$ cat src/rtl/i2s_tdm_tx_pkg.sv
// Shared audio serial definitions: framing modes
// and the position-width helper.
package audio_pkg;

  localparam int AUDIO_MODE_I2S = 0;
  localparam int AUDIO_MODE_LJ  = 1;
  localparam int AUDIO_MODE_TDM = 2;

  function automatic int pos_width(input int frame);
    return (frame > 1) ? $clog2(frame) : 1;
  endfunction

endpackage

$ cat src/rtl/i2s_tdm_tx_if.sv
// Frame handshake between the audio mixer
// and the serial transmitter.
interface i2s_tdm_tx_if #(
  parameter int W = 32
) ();

  logic [W-1:0] sample_in;
  logic         sample_valid;
  logic         sample_ready;

  modport master (
    output sample_in,
    output sample_valid,
    input  sample_ready
  );

  modport slave (
    input  sample_in,
    input  sample_valid,
    output sample_ready
  );

endinterface

$ cat src/rtl/i2s_tdm_tx_bck_gen.sv
// Bit clock divider: toggles bck every BCK_DIV
// cycles and flags the cycle of each toggle.
module i2s_bck_gen
  import audio_pkg::*;
#(
  parameter int BCK_DIV = 4
) (
  input  logic clk_sys,
  input  logic reset,
  output logic bck,
  output logic fall_evt,
  output logic rise_evt
);

  localparam int CW = pos_width(BCK_DIV);

  logic [CW-1:0] div_cnt;
  logic          wrap;

  assign wrap     = (div_cnt == CW'(BCK_DIV - 1));
  // Strobes lead the edge they name by one
  // clk_sys cycle, so users update with bck.
  assign fall_evt = wrap & bck;
  assign rise_evt = wrap & ~bck;

  always_ff @(posedge clk_sys) begin
    if (reset) begin
      div_cnt <= '0;
      bck     <= 1'b0;
    end else if (wrap) begin
      div_cnt <= '0;
      bck     <= ~bck;
    end else begin
      div_cnt <= div_cnt + CW'(1);
    end
  end

endmodule

$ cat src/rtl/i2s_tdm_tx.sv
// N-channel I2S / left-justified / TDM serialiser
// with a one-frame holding buffer.
module i2s_tdm_tx
  import audio_pkg::*;
#(
  parameter int AUDIO_DW = 16,
  parameter int CHANNELS = 2,
  parameter int SLOT_W   = 32,
  parameter int BCK_DIV  = 4,
  parameter int MODE     = AUDIO_MODE_I2S
) (
  input  logic        clk_sys,
  input  logic        reset,
  i2s_tdm_tx_if.slave aud,
  output logic        i2s_bck,
  output logic        i2s_lrck,
  output logic        i2s_data,
  output logic        underrun
);

  localparam int FRAME = CHANNELS * SLOT_W;
  localparam int PW    = pos_width(FRAME);
  localparam int SW    = CHANNELS * AUDIO_DW;
  localparam int IW    = pos_width(SW);
  localparam logic [PW-1:0] P_LAST = PW'(FRAME - 1);

  if (AUDIO_DW < 1 || AUDIO_DW > SLOT_W) begin : g_bad_dw
    $error("i2s_tdm_tx: AUDIO_DW must be 1..SLOT_W");
  end
  if (MODE < AUDIO_MODE_I2S || MODE > AUDIO_MODE_TDM)
  begin : g_bad_mode
    $error("i2s_tdm_tx: unknown MODE");
  end
  if ((MODE == AUDIO_MODE_TDM) ?
      (CHANNELS < 2 || CHANNELS > 16) :
      (CHANNELS != 2)) begin : g_bad_ch
    $error("i2s_tdm_tx: CHANNELS does not fit MODE");
  end
  if (BCK_DIV < 1) begin : g_bad_div
    $error("i2s_tdm_tx: BCK_DIV must be >= 1");
  end

  logic          fall_evt;
  logic          rise_evt;
  logic [PW-1:0] pos;
  logic [PW-1:0] p_nxt;
  logic [SW-1:0] frm_q;
  logic [SW-1:0] buf_q;
  logic [SW-1:0] frm_sel;
  logic          full_q;
  logic          dly_q;
  logic          load_evt;
  logic          take;
  logic          acc;
  int            slot_i;
  int            bit_i;
  logic [IW-1:0] idx;
  logic          bit_nxt;
  logic          lr_nxt;

  i2s_bck_gen #(
    .BCK_DIV (BCK_DIV)
  ) u_bck (
    .clk_sys  (clk_sys),
    .reset    (reset),
    .bck      (i2s_bck),
    .fall_evt (fall_evt),
    .rise_evt (rise_evt)
  );

  assign p_nxt    = (pos == P_LAST) ? '0 : pos + PW'(1);
  assign load_evt = fall_evt && (p_nxt == '0);
  assign take     = load_evt && full_q;
  assign acc      = aud.sample_valid && !full_q;
  assign frm_sel  = take ? buf_q : frm_q;

  assign aud.sample_ready = !full_q;

  // Bit for the position being entered, taken
  // from the frame that will be live there.
  always_comb begin
    slot_i  = int'(p_nxt) / SLOT_W;
    bit_i   = int'(p_nxt) % SLOT_W;
    idx     = IW'(slot_i * AUDIO_DW + AUDIO_DW - 1 - bit_i);
    bit_nxt = 1'b0;
    if (bit_i < AUDIO_DW) bit_nxt = frm_sel[idx];
    if (MODE == AUDIO_MODE_TDM) lr_nxt = (p_nxt == '0);
    else                        lr_nxt = (slot_i == 1);
  end

  always_ff @(posedge clk_sys) begin
    if (reset) begin
      pos      <= P_LAST;
      frm_q    <= '0;
      buf_q    <= '0;
      full_q   <= 1'b0;
      dly_q    <= 1'b0;
      i2s_lrck <= 1'b0;
      i2s_data <= 1'b0;
      underrun <= 1'b0;
    end else begin
      underrun <= load_evt && !full_q;
      if (acc) begin
        buf_q  <= aud.sample_in;
        full_q <= 1'b1;
      end
      if (take) begin
        frm_q  <= buf_q;
        full_q <= 1'b0;
      end
      if (fall_evt) begin
        pos      <= p_nxt;
        dly_q    <= bit_nxt;
        i2s_lrck <= lr_nxt;
        i2s_data <= (MODE == AUDIO_MODE_I2S) ?
                    dly_q : bit_nxt;
      end
      assert (!(fall_evt && rise_evt));
    end
  end

endmodule
$ cat src/flat_wrapper.sv
// flat-port wrapper written by rule: the top's interface ports become plain ports
module i2s_tdm_tx_flat import audio_pkg::*;
#(
  parameter int AUDIO_DW = 16,
  parameter int CHANNELS = 2,
  parameter int SLOT_W   = 32,
  parameter int BCK_DIV  = 4,
  parameter int MODE     = AUDIO_MODE_I2S
)
  (clk_sys, reset, i2s_bck, i2s_lrck, i2s_data, underrun, aud_sample_in, aud_sample_valid, aud_sample_ready);
  i2s_tdm_tx_if aud_i ();
  input  logic clk_sys;
  input  logic reset;
  output logic i2s_bck;
  output logic i2s_lrck;
  output logic i2s_data;
  output logic underrun;
  input wire logic [$bits(aud_i.sample_in)-1:0] aud_sample_in;
  input wire logic [$bits(aud_i.sample_valid)-1:0] aud_sample_valid;
  output wire logic [$bits(aud_i.sample_ready)-1:0] aud_sample_ready;
  assign aud_i.sample_in = aud_sample_in;
  assign aud_i.sample_valid = aud_sample_valid;
  assign aud_sample_ready = aud_i.sample_ready;
  i2s_tdm_tx #(.AUDIO_DW(AUDIO_DW), .CHANNELS(CHANNELS), .SLOT_W(SLOT_W), .BCK_DIV(BCK_DIV), .MODE(MODE)) u_core (.clk_sys(clk_sys), .reset(reset), .aud(aud_i), .i2s_bck(i2s_bck), .i2s_lrck(i2s_lrck), .i2s_data(i2s_data), .underrun(underrun));
endmodule
$ cat config.mk
export PLATFORM = sky130hd
export DESIGN_NAME = i2s_tdm_tx_flat
export DESIGN_NICKNAME = d
export VERILOG_FILES = /design/src/rtl/i2s_tdm_tx_pkg.sv /design/src/rtl/i2s_tdm_tx_if.sv /design/src/rtl/i2s_tdm_tx_bck_gen.sv /design/src/rtl/i2s_tdm_tx.sv /design/src/flat_wrapper.sv
export SDC_FILE = /design/constraint.sdc
export NUM_CORES = 1
export LEC_CHECK = 0
export CELL_PAD_IN_SITES_DETAIL_PLACEMENT = 1
export CELL_PAD_IN_SITES_GLOBAL_PLACEMENT = 1
export CORE_ASPECT_RATIO = 0.75
export CORE_MARGIN = 5
export CORE_UTILIZATION = 44
export CTS_CLUSTER_SIZE = 28
export DETAILED_ROUTE_END_ITERATION = 16
export PLACE_DENSITY = 0.9
export SETUP_SLACK_MARGIN = 0.2
export SYNTH_ARGS = -nofsm -noshare
export SYNTH_HDL_FRONTEND = slang
export SYNTH_SLANG_ARGS = --single-unit
$ cat constraint.sdc
create_clock -name clk_sys -period 6.3 [get_ports clk_sys]
set_input_delay 0.63 -clock clk_sys [delete_from_list [all_inputs] [get_ports clk_sys]]
set_output_delay 0.63 -clock clk_sys [all_outputs]
set_load 0.01 [all_outputs]
-- Word level (Yosys, flattened, before mapping)
Index checks and enable logic that the tools add are counted.
- flip-flop bits (word level): 78
- input port bits: 35
- output and inout port bits: 5
- add/sub/neg operators: 5
- $lt $le $gt $ge: 2
- equality and inequality tests: 2
- multiplexer cells: 5
- bitwise gates (word level): 2
- reductions and logical operators: 8
- operator list (kind ; number):
    $mux 32 ; 1
    $add 6x1->6 const B ; 1
    $eq 6x6->1 const B ; 1
    $logic_not 6->1 ; 1
    $lt 5x6->1 const B ; 1
    $mux 6 ; 1
    $add 5x5->5 const B ; 1
    $bmux 1 s5 ; 1
    $lt 5x5->1 const B ; 1
    $sub 5x2->5 const B ; 1
    $sub 5x5->5 ; 1
    $logic_and 1x1->1 ; 4
    $reduce_or 2->1 ; 2
    $add 2x1->2 const B ; 1
    $eq 2x2->1 const B ; 1
    $mux 1 ; 2
    $and 1x1->1 ; 1
    $logic_not 1->1 ; 1
    $not 1->1 ; 1

-- Longest topological paths before layout
- word-level depth: 9
- gate-level depth with buffers: 13
- mapped depth without buffers: 11

-- Modules after synthesis
From an unflattened synthesis, not the netlist that was laid out.
- cell total of the unflattened synthesis: 431
- area, all modules: 3343.2 um^2
- by module, submodules not included (module ; times used ; cells each ; area each (um^2) ; sequential area each (um^2)):
    i2s_tdm_tx ; 1 ; 421 ; 3231.8 ; 1501.4
    i2s_bck_gen ; 1 ; 10 ; 111.4 ; 60.1

-- Worst setup path before layout
Ideal clock, no wire load.
- path type: register -> register
- start point: register u_core.pos[0]
- end point: register u_core.dly_q
- library setup time: 87 ps
- data arrival time: 2367 ps
- data required time: 6213 ps
- setup slack: 3846 ps
- cell stages (with the launch flop): 13
- path buffers: 1
- cells stage by stage: dfxtp_1 -> ha_1 -> buf_2 -> a21oi_1 -> o21ai_0 -> o31a_1 -> ha_1 -> and3_1 -> and4_4 -> a221oi_1 -> a211oi_1 -> a311o_1 -> o31ai_1
- cells in the longest elaborated chain, start to end: 9
- ends and longest elaborated chain (element ; RTL line ; source):
    start, declared ; i2s_tdm_tx.sv:45 ; logic [PW-1:0] pos;
    start signal, assigned ; i2s_tdm_tx.sv:112 ; pos <= p_nxt;
    $add 6x1->6 or $eq 6x6->1 (tied branches) ; i2s_tdm_tx.sv:71 ; assign p_nxt = (pos == P_LAST) ? '0 : pos + PW'(1);
    $mux 6 (*) ; i2s_tdm_tx.sv:71 ;
    branches (longest 6 deep; another with $add 5x5->5) ; n/a ;
    $mux 1 (*) ; i2s_tdm_tx.sv:86 ; if (bit_i < AUDIO_DW) bit_nxt = frm_sel[idx];
    end signal, assigned ; i2s_tdm_tx.sv:113 ; dly_q <= bit_nxt;
    end, declared ; i2s_tdm_tx.sv:51 ; logic dly_q;
Mark *: on every way between the ends. The select of a mux whose other input is x is not followed.
A chain may end at the register's enable or synchronous reset.

-- Worst setup path in the final report
Ends and elaborated chain as after synthesis.

==> results.py <==
metrics = {
    "placed_design": {
        "dp_cells": 520,
        "io_buffers": 39,
        "place_hpwl_mm": 5.54,
        "placed_area_sq_um": 3700,
        "gp_congestion": 0.842,
    },
    "cells_and_area": {
        "area_growth_pct": 17.8,
        "layout.nets": 469,
        "seqCellArea_sq_um": 1560,
        "final_common_cell": "nand2_1",
        "final_cells": 536,
        "finalInstanceArea_sq_um": 3890,
        "multiInputGateArea_sq_um": 1600,
        "diodes": 0,
        "fillers": 916,
        "layout-drive-gt1-share_pct": 7.36,
        "mostFrequentLayoutCells": "148 x nand2_1, 78 x dfxtp_1, 68 x a21oi_1",
    },
    "logic_synthesis": {
        "syn-num-nets": 446,
        "synth-async-reset-ratio_pct": 0,
        "synth_top_area_share_pct": 47.3,
        "yosysSeqAreaShare_pct": 47.3,
        "avgSynthCellArea_sq_um": 8.12,
        "ys_types": 48,
        "yosys.area.top_type": "dfxtp_1",
        "synth-edff-count": 0,
        "synth_seq_cells": 78,
        "yosys-top-cells-area": "dfxtp_1 47%, nand2_1 17%, a21oi_1 10%",
        "yosysWarnings": 0,
        "netlist_instances": 407,
        "syn-cell-area_sq_um": 3300,
        "synth_flop_cell": "dfxtp_1",
    },
    "sta": {
        "worst_pin_slew_ns": 1.08,
        "fin_crit_sh_pct": 51.9,
        "finalHoldViolations": 0,
        "rsz0062_at_grt": "false",
        "max_freq_mhz": 306,
        "min_period_ns": 3.27,
        "fin_skew_ns": 0.00799,
        "drv_slew": 0,
        "setup_viol": 0,
        "relSlewSlack_pct": 27.6,
        "finalSetupTns_ns": 0,
    },
    "clock_network": {
        "cts.sinks": 78,
        "clk_latency_ns": 0.35,
        "htreeDepth": 3,
        "cts_buffers": 9,
        "cts_hold_buf": 0,
        "clock_path_buffers": 2,
        "root_buffer": "clkbuf_8",
        "cts.clk_slew.worst_paths_ns": 0.08,
        "cts_tree": "yes",
        "postCtsResizedCells": 0,
        "post_cts_buffers": 0,
    },
    "routing": {
        "num_vias": 2830,
        "drc": 0,
        "vias_per_cell": 5.28,
        "routed_wl_mm": 8.27,
        "drtIter0Drc": 106,
        "drtPass1Iterations": 4,
        "wl_per_cell_um": 15.4,
        "final_antenna_net_count": 0,
    },
    "pwr": {
        "powerDensity_nw_per_um2": 246,
        "ir_worst_vdd_uv": 107,
        "p_sw_uw": 234,
        "combPwrFrac_pct": 7.6,
        "p_leak_uw": 0.00134,
        "seq_power_share_pct": 54.0,
        "cellInternalPower_uw": 726,
        "switching_share_pct": 24.3,
        "clockPowerShare_pct": 38.4,
    },
    "setup_path": {
        "slowest_delay_ns": 0.47,
        "end_kind": "register",
        "cp_data_required_time_ns": 6.56,
        "slowest_stage": "dfxtp_1",
        "worstPathCellList": "ha_1 > a21oi_1 > o21ai_0 > o31a_1 > ha_1 > and3_1 > nand4_4 > o22ai_1 > nand2_1 > a311o_1 > o31ai_1",
        "cpMostUsedCell": "ha_1",
        "start_kind": "register",
        "critPathMaxFanout": 36,
        "cp_top_family": "compound AO/OA/AOI/OAI gates",
        "crit_arrival_ns": 3.53,
        "crit_type": "register to register",
        "worstPathBufferInverterCount": 0,
    },
    "die": {
        "die_w_um": 110,
        "pin_count": 40,
        "dieArea_sq_um": 9360,
        "initial_utilization_pct": 45.1,
        "dieHeight_um": 85.1,
        "placementRows": 27,
        "core_sq_um": 7330,
    },
    "global_route": {
        "grt_pass1_wl_mm": 14.1,
        "grt_pass1_vias": 2897,
        "grt-ovfl-total": 0,
        "globalRouteTotalUtil_pct": 19.1,
        "antenna_found_initial": 0,
        "grt_max_degree": 79,
    },
    "run_status": {
        "status": "complete, no violations",
    },
    "min_path": {
        "hp-class": "register to register",
    },
    "flow_run": {
        "drv_cap": 0,
    },
}
==> path summary, 6_finish.rpt <==
kind / startpoint / to / slack [ns] / cells past startpoint
max: u_core.pos[0] / u_core.dly_q / 3.03 / 11
min: u_core.u_bck.div_cnt[0] / u_core.u_bck.div_cnt[0] / 0.43 / 1
max reg2reg: u_core.pos[0] / u_core.dly_q / 3.03 / 11
min reg2reg: u_core.u_bck.div_cnt[0] / u_core.u_bck.div_cnt[0] / 0.43 / 1
==> layer usage <==
layer  wire length (um)  track usage [%]
met5                  0                0
met4                 99             5.32
met3                398             6.08
met2               3950             30.8
met1               3820             24.3
==> flip-flops by register name, indices dropped and copies added (netlist names) <==
register	cells
u_core.buf_q	32
u_core.frm_q	32
u_core.underrun	1
u_core.i2s_lrck	1
u_core.dly_q	1
u_core.pos	6
u_core.u_bck.div_cnt	2
u_core.full_q	1
u_core.i2s_data	1
u_core.u_bck.bck	1
==> kinds of logic after synthesis <==
kind of cell | share of synthesized area, %
flops | 47.3
compound gates | 17.6
fa+ha+maj | 1.51
simple gates | 23.2
buf+inv | 4.32
mux | 4.47
xor+xnor | 1.59
==> layout make-up <==
cell class	instances	area share, %
multi-input combinational	297	41.2
sequential	78	40.1
timing repair buffer	41	10.3
clock buffer	10	3.28
tap	101	3.25
clock inverter	6	1.61
inverter	3	0.289
==> Yosys cell counts, types with 4 or more instances <==
| library cell | number |
|---|---|
| xor2_1 | 4 |
| buf_2 | 6 |
| nand2_1 | 148 |
| ha_1 | 4 |
| clkbuf_1 | 18 |
| nor3_1 | 4 |
| mux2i_1 | 8 |
| nor2_1 | 9 |
| a21oi_1 | 68 |
| dfxtp_1 | 78 |
==> worst register-to-register path, delay by kind of cell (launching register included) <==
kind	cells	cell delay, ns
AO/OA/AOI/OAI	6	1.38
adder cells (fa/ha/maj)	2	0.55
flip-flops	1	0.47
AND/OR/NAND/NOR	3	0.78
==> power groups by stage <==
stage | sequential (uW) | clock (uW) | combinational, uW
floorplan | 526 | 0 | 40.9
finish | 518 | 368 | 73.0
detailed placement | 530 | 0 | 73.4
CTS | 518 | 373 | 73.9
global placement | 529 | 0 | 70.1
global route | 520 | 399 | 81.5
==> through the flow <==
step / total power (uW) / utilization, % / hold WS, ns / setup WS, ns
2_1_floorplan: 567 / - / 0.404 / 3.85
3_3_place_gp: 599 / 50.5 / 0.412 / 3.34
3_5_place_dp: 603 / 50.5 / 0.425 / 3.09
4_1_cts: 965 / 53.1 / 0.436 / 3.08
5_1_grt: 1000 / 53.1 / 0.456 / 2.80
6_report: 959 / 53.1 / 0.432 / 3.03
Power figures use the tool's default switching activity.
